**src/rtl/pixel_sink_vga.sv**
```systemverilog
// Pixel-stream sink: FIFO-buffers incoming pixels and plays them out with VGA-style timing.
// Optional macro PIXEL_SINK_UNDERFLOW_CNT_EN adds a saturating underflow_count output.
module pixel_sink_vga #(
  parameter int DATA_WIDTH = 8,
  parameter int FIFO_DEPTH = 16,
  parameter int H_ACTIVE   = 800,
  parameter int H_FP       = 40,
  parameter int H_SYNC     = 128,
  parameter int H_BP       = 88,
  parameter int V_ACTIVE   = 600,
  parameter int V_FP       = 1,
  parameter int V_SYNC     = 4,
  parameter int V_BP       = 23
) (
  input  logic                  pixel_clk,
  input  logic                  rst_n,
  input  logic [DATA_WIDTH-1:0] pixel_stream_din,
  input  logic                  pixel_stream_din_valid,
  output logic                  pixel_stream_din_ready,
  output logic [DATA_WIDTH-1:0] video_out_pixel,
  output logic                  video_out_de,
  output logic                  video_out_hsync,
  output logic                  video_out_vsync,
  output logic                  underflow,
  input  logic                  underflow_clr
`ifdef PIXEL_SINK_UNDERFLOW_CNT_EN
  ,
  output logic [15:0]           underflow_count
`endif
);

  localparam int H_TOTAL = H_ACTIVE + H_FP + H_SYNC + H_BP;
  localparam int V_TOTAL = V_ACTIVE + V_FP + V_SYNC + V_BP;
  localparam int AW      = $clog2(FIFO_DEPTH);
  localparam int CW      = AW + 1;
  localparam int HW      = $clog2(H_TOTAL + 1);
  localparam int VW      = $clog2(V_TOTAL + 1);

  localparam logic [HW-1:0] H_LAST     = HW'(H_TOTAL - 1);
  localparam logic [HW-1:0] H_ACT_END  = HW'(H_ACTIVE);
  localparam logic [HW-1:0] H_SYNC_BEG = HW'(H_ACTIVE + H_FP);
  localparam logic [HW-1:0] H_SYNC_END = HW'(H_ACTIVE + H_FP + H_SYNC);
  localparam logic [VW-1:0] V_LAST     = VW'(V_TOTAL - 1);
  localparam logic [VW-1:0] V_ACT_END  = VW'(V_ACTIVE);
  localparam logic [VW-1:0] V_SYNC_BEG = VW'(V_ACTIVE + V_FP);
  localparam logic [VW-1:0] V_SYNC_END = VW'(V_ACTIVE + V_FP + V_SYNC);
  localparam logic [CW-1:0] COUNT_FULL = CW'(FIFO_DEPTH);

  logic [DATA_WIDTH-1:0] mem [FIFO_DEPTH];
  logic [AW-1:0]         wr_ptr, rd_ptr;
  logic [CW-1:0]         count;
  logic [HW-1:0]         h_cnt;
  logic [VW-1:0]         v_cnt;
  logic                  started;

  logic full, empty, push, pop, active, hs, vs, start_now, running, uf_event;

  assign full   = (count == COUNT_FULL);
  assign empty  = (count == '0);
  assign pixel_stream_din_ready = !full;
  assign push   = pixel_stream_din_valid && !full;

  assign active = (h_cnt < H_ACT_END) && (v_cnt < V_ACT_END);
  assign hs     = (h_cnt >= H_SYNC_BEG) && (h_cnt < H_SYNC_END);
  assign vs     = (v_cnt >= V_SYNC_BEG) && (v_cnt < V_SYNC_END);

  // Start takes effect in the very cycle it is detected so the first
  // active pixel of the frame already carries the first buffered word.
  assign start_now = !started && (h_cnt == '0) && (v_cnt == '0) && !empty;
  assign running   = started || start_now;
  assign pop       = active && running && !empty;
  assign uf_event  = active && running && empty;

  always_ff @(posedge pixel_clk or negedge rst_n) begin
    // NOTE: sequential state uses non-blocking assignments only, so every
    // block sees pre-edge values regardless of evaluation order.
    if (!rst_n) begin
      h_cnt   <= '0;
      v_cnt   <= '0;
      started <= 1'b0;
    end else begin
      if (h_cnt == H_LAST) begin
        h_cnt <= '0;
        v_cnt <= (v_cnt == V_LAST) ? '0 : v_cnt + VW'(1);
      end else begin
        h_cnt <= h_cnt + HW'(1);
      end
      if (start_now) started <= 1'b1;
    end
  end

  // NOTE: the storage array has no reset; occupancy is tracked by count and
  // the pointers, so stale contents are never observable.
  always_ff @(posedge pixel_clk) begin
    if (push) mem[wr_ptr] <= pixel_stream_din;
  end

  always_ff @(posedge pixel_clk or negedge rst_n) begin
    if (!rst_n) begin
      wr_ptr <= '0;
      rd_ptr <= '0;
      count  <= '0;
    end else begin
      if (push) wr_ptr <= wr_ptr + AW'(1);
      if (pop)  rd_ptr <= rd_ptr + AW'(1);
      case ({push, pop})
        2'b10:   count <= count + CW'(1);
        2'b01:   count <= count - CW'(1);
        default: count <= count;
      endcase
    end
  end

  always_ff @(posedge pixel_clk or negedge rst_n) begin
    if (!rst_n) begin
      video_out_de    <= 1'b0;
      video_out_hsync <= 1'b0;
      video_out_vsync <= 1'b0;
      video_out_pixel <= '0;
      underflow       <= 1'b0;
    end else begin
      video_out_de    <= active;
      video_out_hsync <= hs;
      video_out_vsync <= vs;
      video_out_pixel <= pop ? mem[rd_ptr] : '0;
      if (uf_event)           underflow <= 1'b1;
      else if (underflow_clr) underflow <= 1'b0;
    end
  end

`ifdef PIXEL_SINK_UNDERFLOW_CNT_EN
  always_ff @(posedge pixel_clk or negedge rst_n) begin
    if (!rst_n) begin
      underflow_count <= '0;
    end else if (uf_event) begin
      if (underflow_count != 16'hFFFF) underflow_count <= underflow_count + 16'd1;
    end else if (underflow_clr) begin
      underflow_count <= '0;
    end
  end
`endif

endmodule

```
**config.mk**
```make
export PLATFORM = sky130hd
export DESIGN_NAME = pixel_sink_vga
export DESIGN_NICKNAME = d
export VERILOG_FILES = /design/src/rtl/pixel_sink_vga.sv
export SDC_FILE = /design/constraint.sdc
export NUM_CORES = 1
export LEC_CHECK = 0
export CORE_MARGIN = 5
export CORE_UTILIZATION = 57
export DETAILED_ROUTE_END_ITERATION = 8
export DONT_BUFFER_PORTS = 1
export PLACE_DENSITY_LB_ADDON = 0.05
export SETUP_SLACK_MARGIN = 0.05
export SYNTH_ARGS = -nofsm -noshare
export SYNTH_HDL_FRONTEND = slang
export SYNTH_SLANG_ARGS = --single-unit
```
**constraint.sdc**
```tcl
create_clock -name pixel_clk -period 2.7 [get_ports pixel_clk]
set_input_delay 0.27 -clock pixel_clk [delete_from_list [all_inputs] [get_ports pixel_clk]]
set_output_delay 0.27 -clock pixel_clk [all_outputs]
set_load 0.005 [all_outputs]
```
**Word-level counts from Yosys, hierarchy flattened**

Memories as Yosys holds them, arrays and structs flattened.
Cells that the tools add are included.

- Bits in registers: 47
- Latch bits: 0
- RAM bits: 128
- Bits in read-only memories: 0
- Bits of input ports: 12
- Output and inout port bits: 13
- Word-level logic and storage cells: 56
- Memories: 1

Memories:

| name | words | width | read ports | clocked after memory_dff | wr ports | RTL line | text |
|---|---|---|---|---|---|---|---|
| mem | 16 | 8 | 1 | 0 | 1 | 49 | `logic [DATA_WIDTH-1:0] mem [FIFO_DEPTH];` |

- Add/subtract/negate cells: 6
- Multipliers: 0
- Div/mod/pow operators: 0
- Magnitude comparators: 6
- Equality and inequality tests: 5
- Shift-type cells: 0
- Muxes and demuxes: 8
- Bitwise logic cells: 0
- Reduce and logical (&&, ||, !) cells: 19

Operators with widths:

| cell | count |
|---|---|
| < comparator 11 x 10 -> 1 bit, second input constant | 2 |
| < comparator 10 bit, second input constant | 2 |
| adder 11 x 1 -> 11 bit, second input constant | 1 |
| == test 11 bit, second input constant | 1 |
| greater-or-equal comparator 11 x 10 -> 1 bit, second input constant | 1 |
| zero test 11 bit | 1 |
| 2-to-1 mux 11 bit | 1 |
| adder 10 x 1 -> 10 bit, second input constant | 1 |
| == test 10 bit, second input constant | 1 |
| greater-or-equal comparator 10 bit, second input constant | 1 |
| logical AND 1 bit | 10 |
| zero test 10 bit | 1 |
| 2-to-1 mux 10 bit | 1 |
| case mux 5 bit (2 select lines) | 1 |
| adder 4 x 1 -> 4 bit, second input constant | 2 |
| 2-to-1 mux 8 bit | 1 |
| adder 5 x 1 -> 5 bit, second input constant | 1 |
| == test 5 bit, second input constant | 1 |
| zero test 5 bit | 1 |
| subtractor 5 x 1 -> 5 bit, second input constant | 1 |
| 2-to-1 mux 1 bit | 4 |
| nonzero test 2 bit | 2 |
| zero test 1 bit | 3 |
| == test 2 x 1 -> 1 bit, second input constant | 1 |
| 2 further kinds | 2 |

**Longest topological paths before layout**

Gate-level depths: netlist of run 1.

- Depth in word-level cells: 9
- Depth in mapped cells: 16
- Depth with buffers taken out: 15

**Worst setup path after synthesis of run 1**

No wires, ideal clock.

- Path type: flip-flop to flip-flop
- From: register v_cnt[0]
- To: register count[4]
- Library setup time: 0.080 ns
- Arrival time: 2.823 ns
- Data required time: 2.620 ns
- Slack: -0.203 ns
- Cell stages (with the launch flop): 17
- Buffers on the path: 1
- Clock period less this slack: 2.903 ns
- Path through: dfrtp_1 > inv_1 > ha_1 > nor4b_1 > and4_1 > a31o_4 > nand3_4 > buf_6 > inv_2 > ha_1 > inv_1 > fa_1 > nor2b_1 > o21ai_0 > and3_1 > nor3_1 > xnor2_1

- Longest elaborated chain between the ends: 8
- Elaborated cells between the ends (all ways): 12
- Those cells by class: order compare (1); eq/ne (2); mux (1); reduce/logical (8)

RTL lines:

| item | RTL line | text |
|---|---|---|
| start, declared | 53 | `logic [VW-1:0] v_cnt;` |
| start signal, assigned | 84 | `v_cnt <= (v_cnt == V_LAST) ? '0 : v_cnt + VW'(1);` |
| parallel branches: the longest is 4 deep, another holds < comparator 10 bit | n/a |  |
| logical AND 1 bit (*) (2 in series) | 71 | `assign pop = active && running && !empty;` |
| named net pop | 56 | `logic full, empty, push, pop, active, hs, vs, start_now, running, uf_event;` |
| == test 2 x 1 -> 1 bit or == test 2 bit (tied branches) | 106 | `case ({push, pop})` |
| case mux 5 bit (2 select lines) or nonzero test 2 bit (tied branches) | n/a |  |
| end signal, assigned | 107 | `2'b10: count <= count + CW'(1);` |
| end signal, assigned | 108 | `2'b01: count <= count - CW'(1);` |
| end signal, assigned | 109 | `default: count <= count;` |
| end, declared | 51 | `logic [CW-1:0] count;` |

Mark *: on every way through the listed nets, which the timed path passes.
A chain may end at the register's enable or synchronous reset.

**Worst setup path after layout of run 1**

- From: register h_cnt[1]
- To: register count[4]

- Longest elaborated chain between the ends: 9
- Elaborated cells between the ends (all ways): 13
- Those cells by class: order compare (1); eq/ne (2); mux (1); reduce/logical (9)

RTL lines:

| item | RTL line | text |
|---|---|---|
| start, declared | 52 | `logic [HW-1:0] h_cnt;` |
| start signal, assigned | 86 | `h_cnt <= h_cnt + HW'(1);` |
| parallel branches: the longest is 5 deep, another holds < comparator 11 x 10 -> 1 bit | n/a |  |
| logical AND 1 bit (*) (2 in series) | 71 |  |
| named net pop | 56 |  |
| == test 2 x 1 -> 1 bit or == test 2 bit (tied branches) | 106 |  |
| case mux 5 bit (2 select lines) or nonzero test 2 bit (tied branches) | n/a |  |

Marks and branches as above.

==> impl_results.md, run 1 <==
* H-Tree Depth at 4
* PwrDens at 948 nW/µm²
* Fmax at roughly 370 MHz
* XOR/XNOR share of the synthesized area at 0.0279
* Longest Clk Path Bufs at 2
* CP Launch Type: flop
* Run status: finished, final reports clean
* Syn Std Cell Area at about 7400 µm²
* Area Growth Syn to Fin at 14.7%
* Final #Nets at 509
* RePlAce Congestion at ~0.8
* Vias post-DR at ~3800
* Synth Area in Compound Gates at 0.0505
* Post-synth EDFFs at 128
* Port bufs at 0
* CP Buf/Inv Count at 3
* Vias in the first global route at just under 4000
* Num rows at a little over 40
* Setup repair after global routing missed its margin: true
* Area leader, netlist: edfxtp_1
* Worst Tran Pin Value at 0.984 ns
* Final period utilization at 0.990
* Ys async rst share at 0.269
* Synthesized-area fraction occupied by adder cells at 0.0279
* Synth Flop Type: edfxtp_1
* Syn_nets at 464
* Die Y at 124 µm
* Vias per cell at 5.77
* CTS buffer count at 17
* Pin count of the biggest net entering global routing at 48
* Synth cell count leaders: edfxtp_1 (128), dfrtp_1 (47), mux4_2 (32)
* Synth warn at 0
* Initial drt markers at between 300 and 400
* Die X at between 100 and 150 µm
* Clk slew on worst S/H paths at approximately 0.06 ns
* CORE AREA at about 13000 µm²
* CTS Sinks at between 150 and 200
* Flops & latches, synth at 175
* Crit Path Max Fanout at 4
* Initial antenna violation count at 1
* CP max stage cell: dfrtp_1
* Worst slew margin at 0.342
* WL/cell at roughly 20 µm
* Routed Antenna Nets at 0
* Synth area leaders: edfxtp_1 (52%), dfrtp_1 (16%), mux4_2 (9.7%)
* Mapped Avg Cell Area at 17.1 µm²
* Arrival @ worst endpoint at roughly 3.0 ns
* Max_cap viols at 0
* Final setup viols at 0
* Ports at 25
* Crit-path cells: inv_2 > ha_1 > nor4b_4 > and4_1 > a31o_4 > nand3_4 > inv_4 > ha_4 > inv_2 > fa_2 > nor2b_2 > o21ai_2 > and3_1 > nor3_2 > xnor2_1
* Initial DRT Pass Iterations at 4
* Placed insts at 615
* Mux contribution to synthesized area at 0.111
* Synth Area in Simple Gates at 0.0799
* Yosys top cell area share at 0.517
* CTS tree: yes
* Initial Util at 0.584
* Delay-heaviest family, CP: simple AND/OR/NAND/NOR gates
* Global-route wire length before repair at between 20000 and 25000 µm
* Fin crit period at around 2.7 ns
* Mapped Cells at roughly 440
* Worst-skew pair later-pin latency at ~0.42 ns
* Critical Path Sink Type: flop
* Yosys cell types at between 50 and 60
* CP most frequent cell: inv_2
* Worst vdd ir at just under 600 µV
* Critical Path RT at between 3 and 4 ns
* Die area at 15400 µm²
* Total GRT Usage at 0.188
* Most common cell in the netlist: edfxtp_1
* Largest family of logic cells by synthesized area: multiplexers
* Final global-route overflow total at 0
* DP HPWL at 8640 µm
* Post-synthesis sequential area ratio at 0.675
* Non-Filler Instances at ~670
* Layout cell share with drive strength beyond 1 at 0.287
* ANT cells at 0
* Final slew viol count at 0
* Delay of the slowest critical-path stage at just under 0.4 ns
* Critical path class: reg2reg
* Static Leak at about 3.1 nW
* Drt drc at 0
* Hold Path Class: in2reg
* Final Hold Viols at 0
* Worst Skew at 0.00628 ns
* Final WL at 13500 µm
* Clk root buf: clkbuf_16
* Final setup TNS at 0 ns
==> placed cells by master (no fill, tap or decap), drive strengths merged, types with 10 or more instances in the layout <==
cell,instances
clkbuf,17
nor2b,10
xnor2,17
ha,15
edfxtp,128
buf,39
o21ai,14
mux4,32
inv,16
nor2,20
dfrtp,47
nand2,21
a211oi,17
==> layout make-up <==
type                            instances  area (µm²)
Clock buffer                           17         425
Clock inverter                         15         145
Fill cell                             916        4190
Inverter                               14        55.1
Multi-Input combinational cell        225        2260
Sequential cell                       175        5020
Tap cell                              172         215
Timing Repair Buffer                   48         403
==> cells by family after synthesis <==
family	after synthesis
muxes	42
buffers and inverters	36
xor gates and xnor gates	22
and+or+nand+nor	99
DFF	175
adders and majority gates	16
AOI/OAI and AO/OA	46
==> through the flow <==
stage	area, µm²	utilization	hold WS, ns	setup WS (ns)	power, mW
floorplan	7470	-	-0.0256	0.0180	5.25
global placement	7750	0.609	-0.0239	0.0357	5.67
detailed placement	7750	0.609	-0.0239	-0.0235	5.72
CTS	8470	0.666	0.0745	0.0115	8.13
global route	8530	0.671	0.110	-0.129	8.52
finish	8530	0.671	0.0883	0.0261	8.09
==> routing by layer <==
metal | vias to the layer above | routed length, µm | track usage
met3 | 14 | 675 | 0.0480
met1 | 1977 | 6220 | 0.280
li1 | 1773 | - | -
met4 | 2 | 144 | 0.0503
met2 | 79 | 6400 | 0.278
met5 | - | 7 | 0
==> power breakdown <==
part / total, mW / leakage, nW / switching (mW) / internal, mW
registers: 3.58 / 1.74 / 0.311 / 3.27
logic: 2.16 / 1.07 / 1.07 / 1.09
clock network: 2.35 / 0.271 / 0.990 / 1.36
total: 8.09 / 3.08 / 2.37 / 5.72
==> path summary, 6_finish.rpt <==
check / from / end / slack (ns) / cells past startpoint
max: h_cnt[1] / count[4] / 0.03 / 15
min: underflow_clr / underflow / 0.09 / 2
max reg2reg: h_cnt[1] / count[4] / 0.03 / 15
min reg2reg: h_cnt[4] / h_cnt[4] / 0.53 / 1
max in group asynchronous: rst_n / rd_ptr[0] / 2.09 / 2
min in group asynchronous: rst_n / video_out_hsync / 0.35 / 2
==> state kept, by name, indices dropped and copies added, names as in the netlist <==
register	flops
count	5
h_cnt	11
video_out_hsync	1
mem	128
video_out_pixel	8
v_cnt	10
video_out_vsync	1
rd_ptr	4
video_out_de	1
underflow	1
wr_ptr	4
started	1
==> repair_timing <==
item | 4_1_cts | 5_1_grt
hold buffers | 10 | 0
buffers inserted | 4 | 5
gates cloned | 0 | 0
endpoints found under the setup margin | 1 | 2
gates resized for setup | 1 | 8
endpoints found under the hold margin | 175 | 0
pin swaps | 7 | 8
Power figures use the tool's default switching activity.
==> inputs of run 2 (changes only) <==
- GPL_TIMING_DRIVEN: unset -> 1
- PLACE_DENSITY_LB_ADDON: 0.05 -> 0.3
==> impl_results.md, run 2 (synthesized netlist as in run 1, its figures left out) <==
* Delay-heaviest family, CP: simple AND/OR/NAND/NOR gates
* Hold Path Class: in2reg
* Initial Util at 0.584
* PwrDens at between 900 and 1000 nW/µm²
* Share of power burned in registers at 0.444
* CP Buf/Inv Count at 3
* Routed Antenna Nets at 0
* Clk slew on worst S/H paths at approximately 0.06 ns
* Commonest non-fill, non-tap cell in the layout: edfxtp_1
* RR Startpoint: v_cnt[0]
* Total GRT Usage at 0.190
* Final Hold Viols at 0
* Die X at 124 µm
* Die area at around 15000 µm²
* Biggest regs: mem x128, h_cnt x11, v_cnt x10
* Fmax at between 300 and 400 MHz
* Worst Tran Pin Value at around 1.3 ns
* WL/cell at 20.4 µm
* CP Launch Type: flop
* Reg with most FFs: mem
* CTS tree: yes
* Layout cell share with drive strength beyond 1 at 0.291
* Fin crit period at approximately 2.6 ns
* Critical Path Sink Type: flop
* Non-Filler Instances at 665
* RePlAce Congestion at 0.868
* H-Tree Depth at 4
* Cell Int Power at 5.65 mW
* Number of cells on the critical path at 15
* Arrival @ worst endpoint at between 2 and 3 ns
* Final slew viol count at 0
* Final global-route overflow total at 0
* Run status: finished, final reports clean
* Hold Crit Depth at 2
* Setup repair after global routing missed its margin: true
* Delay of the slowest critical-path stage at 0.41 ns
* Vias in the first global route at roughly 4000
* Pin count of the biggest net entering global routing at 48
* Final setup viols at 0
* Drt drc at 0
* HP Start: underflow_clr
* Vias post-DR at between 3000 and 4000
* Clk network pwr share at 0.280
* Final #Nets at 508
* Final period utilization at 0.956
* Die Y at between 100 and 150 µm
* Clk root buf: clkbuf_16
* Max reg flops at between 100 and 150
* Static Leak at about 3.1 nW
* Final WL at ~14000 µm
* Placed insts at between 600 and 700
* P_sw at between 2 and 2.5 mW
* Critical Path RT at roughly 3 ns
* Combinational power share at 0.276
* Critical path class: reg2reg
* CTS Sinks at ~180
* Initial antenna violation count at 1
* DP HPWL at between 8000 and 9000 µm
* Register-to-Register Path Depth at 15
* CTS buffer count at 17
* Crit Path Max Fanout at 4
* Worst slew margin at 0.138
* CORE AREA at ~13000 µm²
* Most frequent cells in the layout: edfxtp_1 (128), dfrtp_1 (44), buf_4 (36)
* Crit-path cells: inv_2 > ha_4 > nor4b_2 > and4_1 > a31o_4 > nand3_4 > inv_2 > ha_4 > inv_4 > fa_2 > nor2b_1 > o21ai_1 > and3_1 > nor3_2 > xnor2_1
* Worst-skew pair later-pin latency at 0.43 ns
* Max_cap viols at 0
* Longest Clk Path Bufs at 2
* Global-route wire length before repair at roughly 22000 µm
* Initial DRT Pass Iterations at 4
* Fin Hold WS at around 0.2 ns
* Worst Skew at around 0.009 ns
* Initial drt markers at around 490
* CP max stage cell: dfrtp_2
* Num rows at 41
* Worst vdd ir at approximately 550 µV
* Post-layout util at 0.672
* Crit path launch: v_cnt[0]
* Net switching fraction of the power at 0.298
* Ports at 25
* Vias per cell at 5.80
* Port bufs at 0
* Area Growth Syn to Fin at 14.9%
==> run 2: cell types whose count changed in the layout (fill, tap and decap cells not counted), sizes merged <==
cell      change
clkbuf        +1
bufinv        -1
clkinvlp      +1
inv           +1
diode         +1
clkinv        -3
buf           -1
==> run 2: final cells by class <==
type / instances / area, µm²
tap: 172 / 215
multi-input combinational: 225 / 2290
clock inverter: 13 / 116
inverter: 14 / 55.1
antenna: 1 / 2.50
sequential: 175 / 5020
clock buffer: 18 / 429
timing repair buffer: 47 / 408
fill: 844 / 4180
==> run 2: path summary, 6_finish.rpt <==
kind	end	slack, ns
setup reg to reg	count[4]	0.12
setup / recovery	count[4]	0.12
hold / removal	underflow	0.19
hold reg to reg	started	0.53
max in group asynchronous	v_cnt[5]	2.10
min in group asynchronous	count[2]	0.36
==> run 2: stage by stage <==
stage	setup WS (ns)	area [µm²]	total power [mW]	TNS [ns]
finish	0.118	8540	8.05	0
global route	-0.0817	8540	8.50	-0.0817
CTS	0.0519	8440	8.12	0
detailed placement	-0.00179	7740	5.78	-0.00179
global placement	0.0723	7740	5.71	0
floorplan	0.0180	7470	5.25	0
==> run 2: worst reg2reg max path: stages, from the launching register on <==
cell     delay (ns)
dfrtp_2        0.41
inv_2          0.08
ha_4           0.11
nor4b_2        0.15
and4_1         0.25
a31o_4         0.18
nand3_4        0.06
inv_2          0.07
ha_4           0.16
inv_4          0.04
fa_2           0.35
nor2b_1        0.11
o21ai_1        0.08
and3_1         0.15
nor3_2         0.17
xnor2_1        0.13
==> run 2: timing repair <==
item                                    4_1_cts  5_1_grt
hold endpoints to repair                    175        0
hold buffers                                 10        0
pin swaps                                     5       13
resized for setup                             1       12
buffers inserted                              3        7
gates cloned                                  0        0
endpoints found under the setup margin        1       31
==> run 2: metal layers <==
metal / vias up / GRT usage / wire length, µm
met5: - / 0 / 0
met4: 0 / 0.0606 / 172
met3: 10 / 0.0566 / 925
met2: 104 / 0.273 / 6470
met1: 1980 / 0.281 / 5990
li1: 1763 / - / -
==> run 2: power by group through the flow <==
stage / Sequential [mW] / Combinational, mW / Clock [mW]
6_report: 3.58 / 2.22 / 2.26
4_1_cts: 3.58 / 2.24 / 2.30
3_3_place_gp: 3.61 / 2.11 / 0
5_1_grt: 3.63 / 2.44 / 2.44
3_5_place_dp: 3.63 / 2.15 / 0
2_1_floorplan: 3.44 / 1.81 / 0
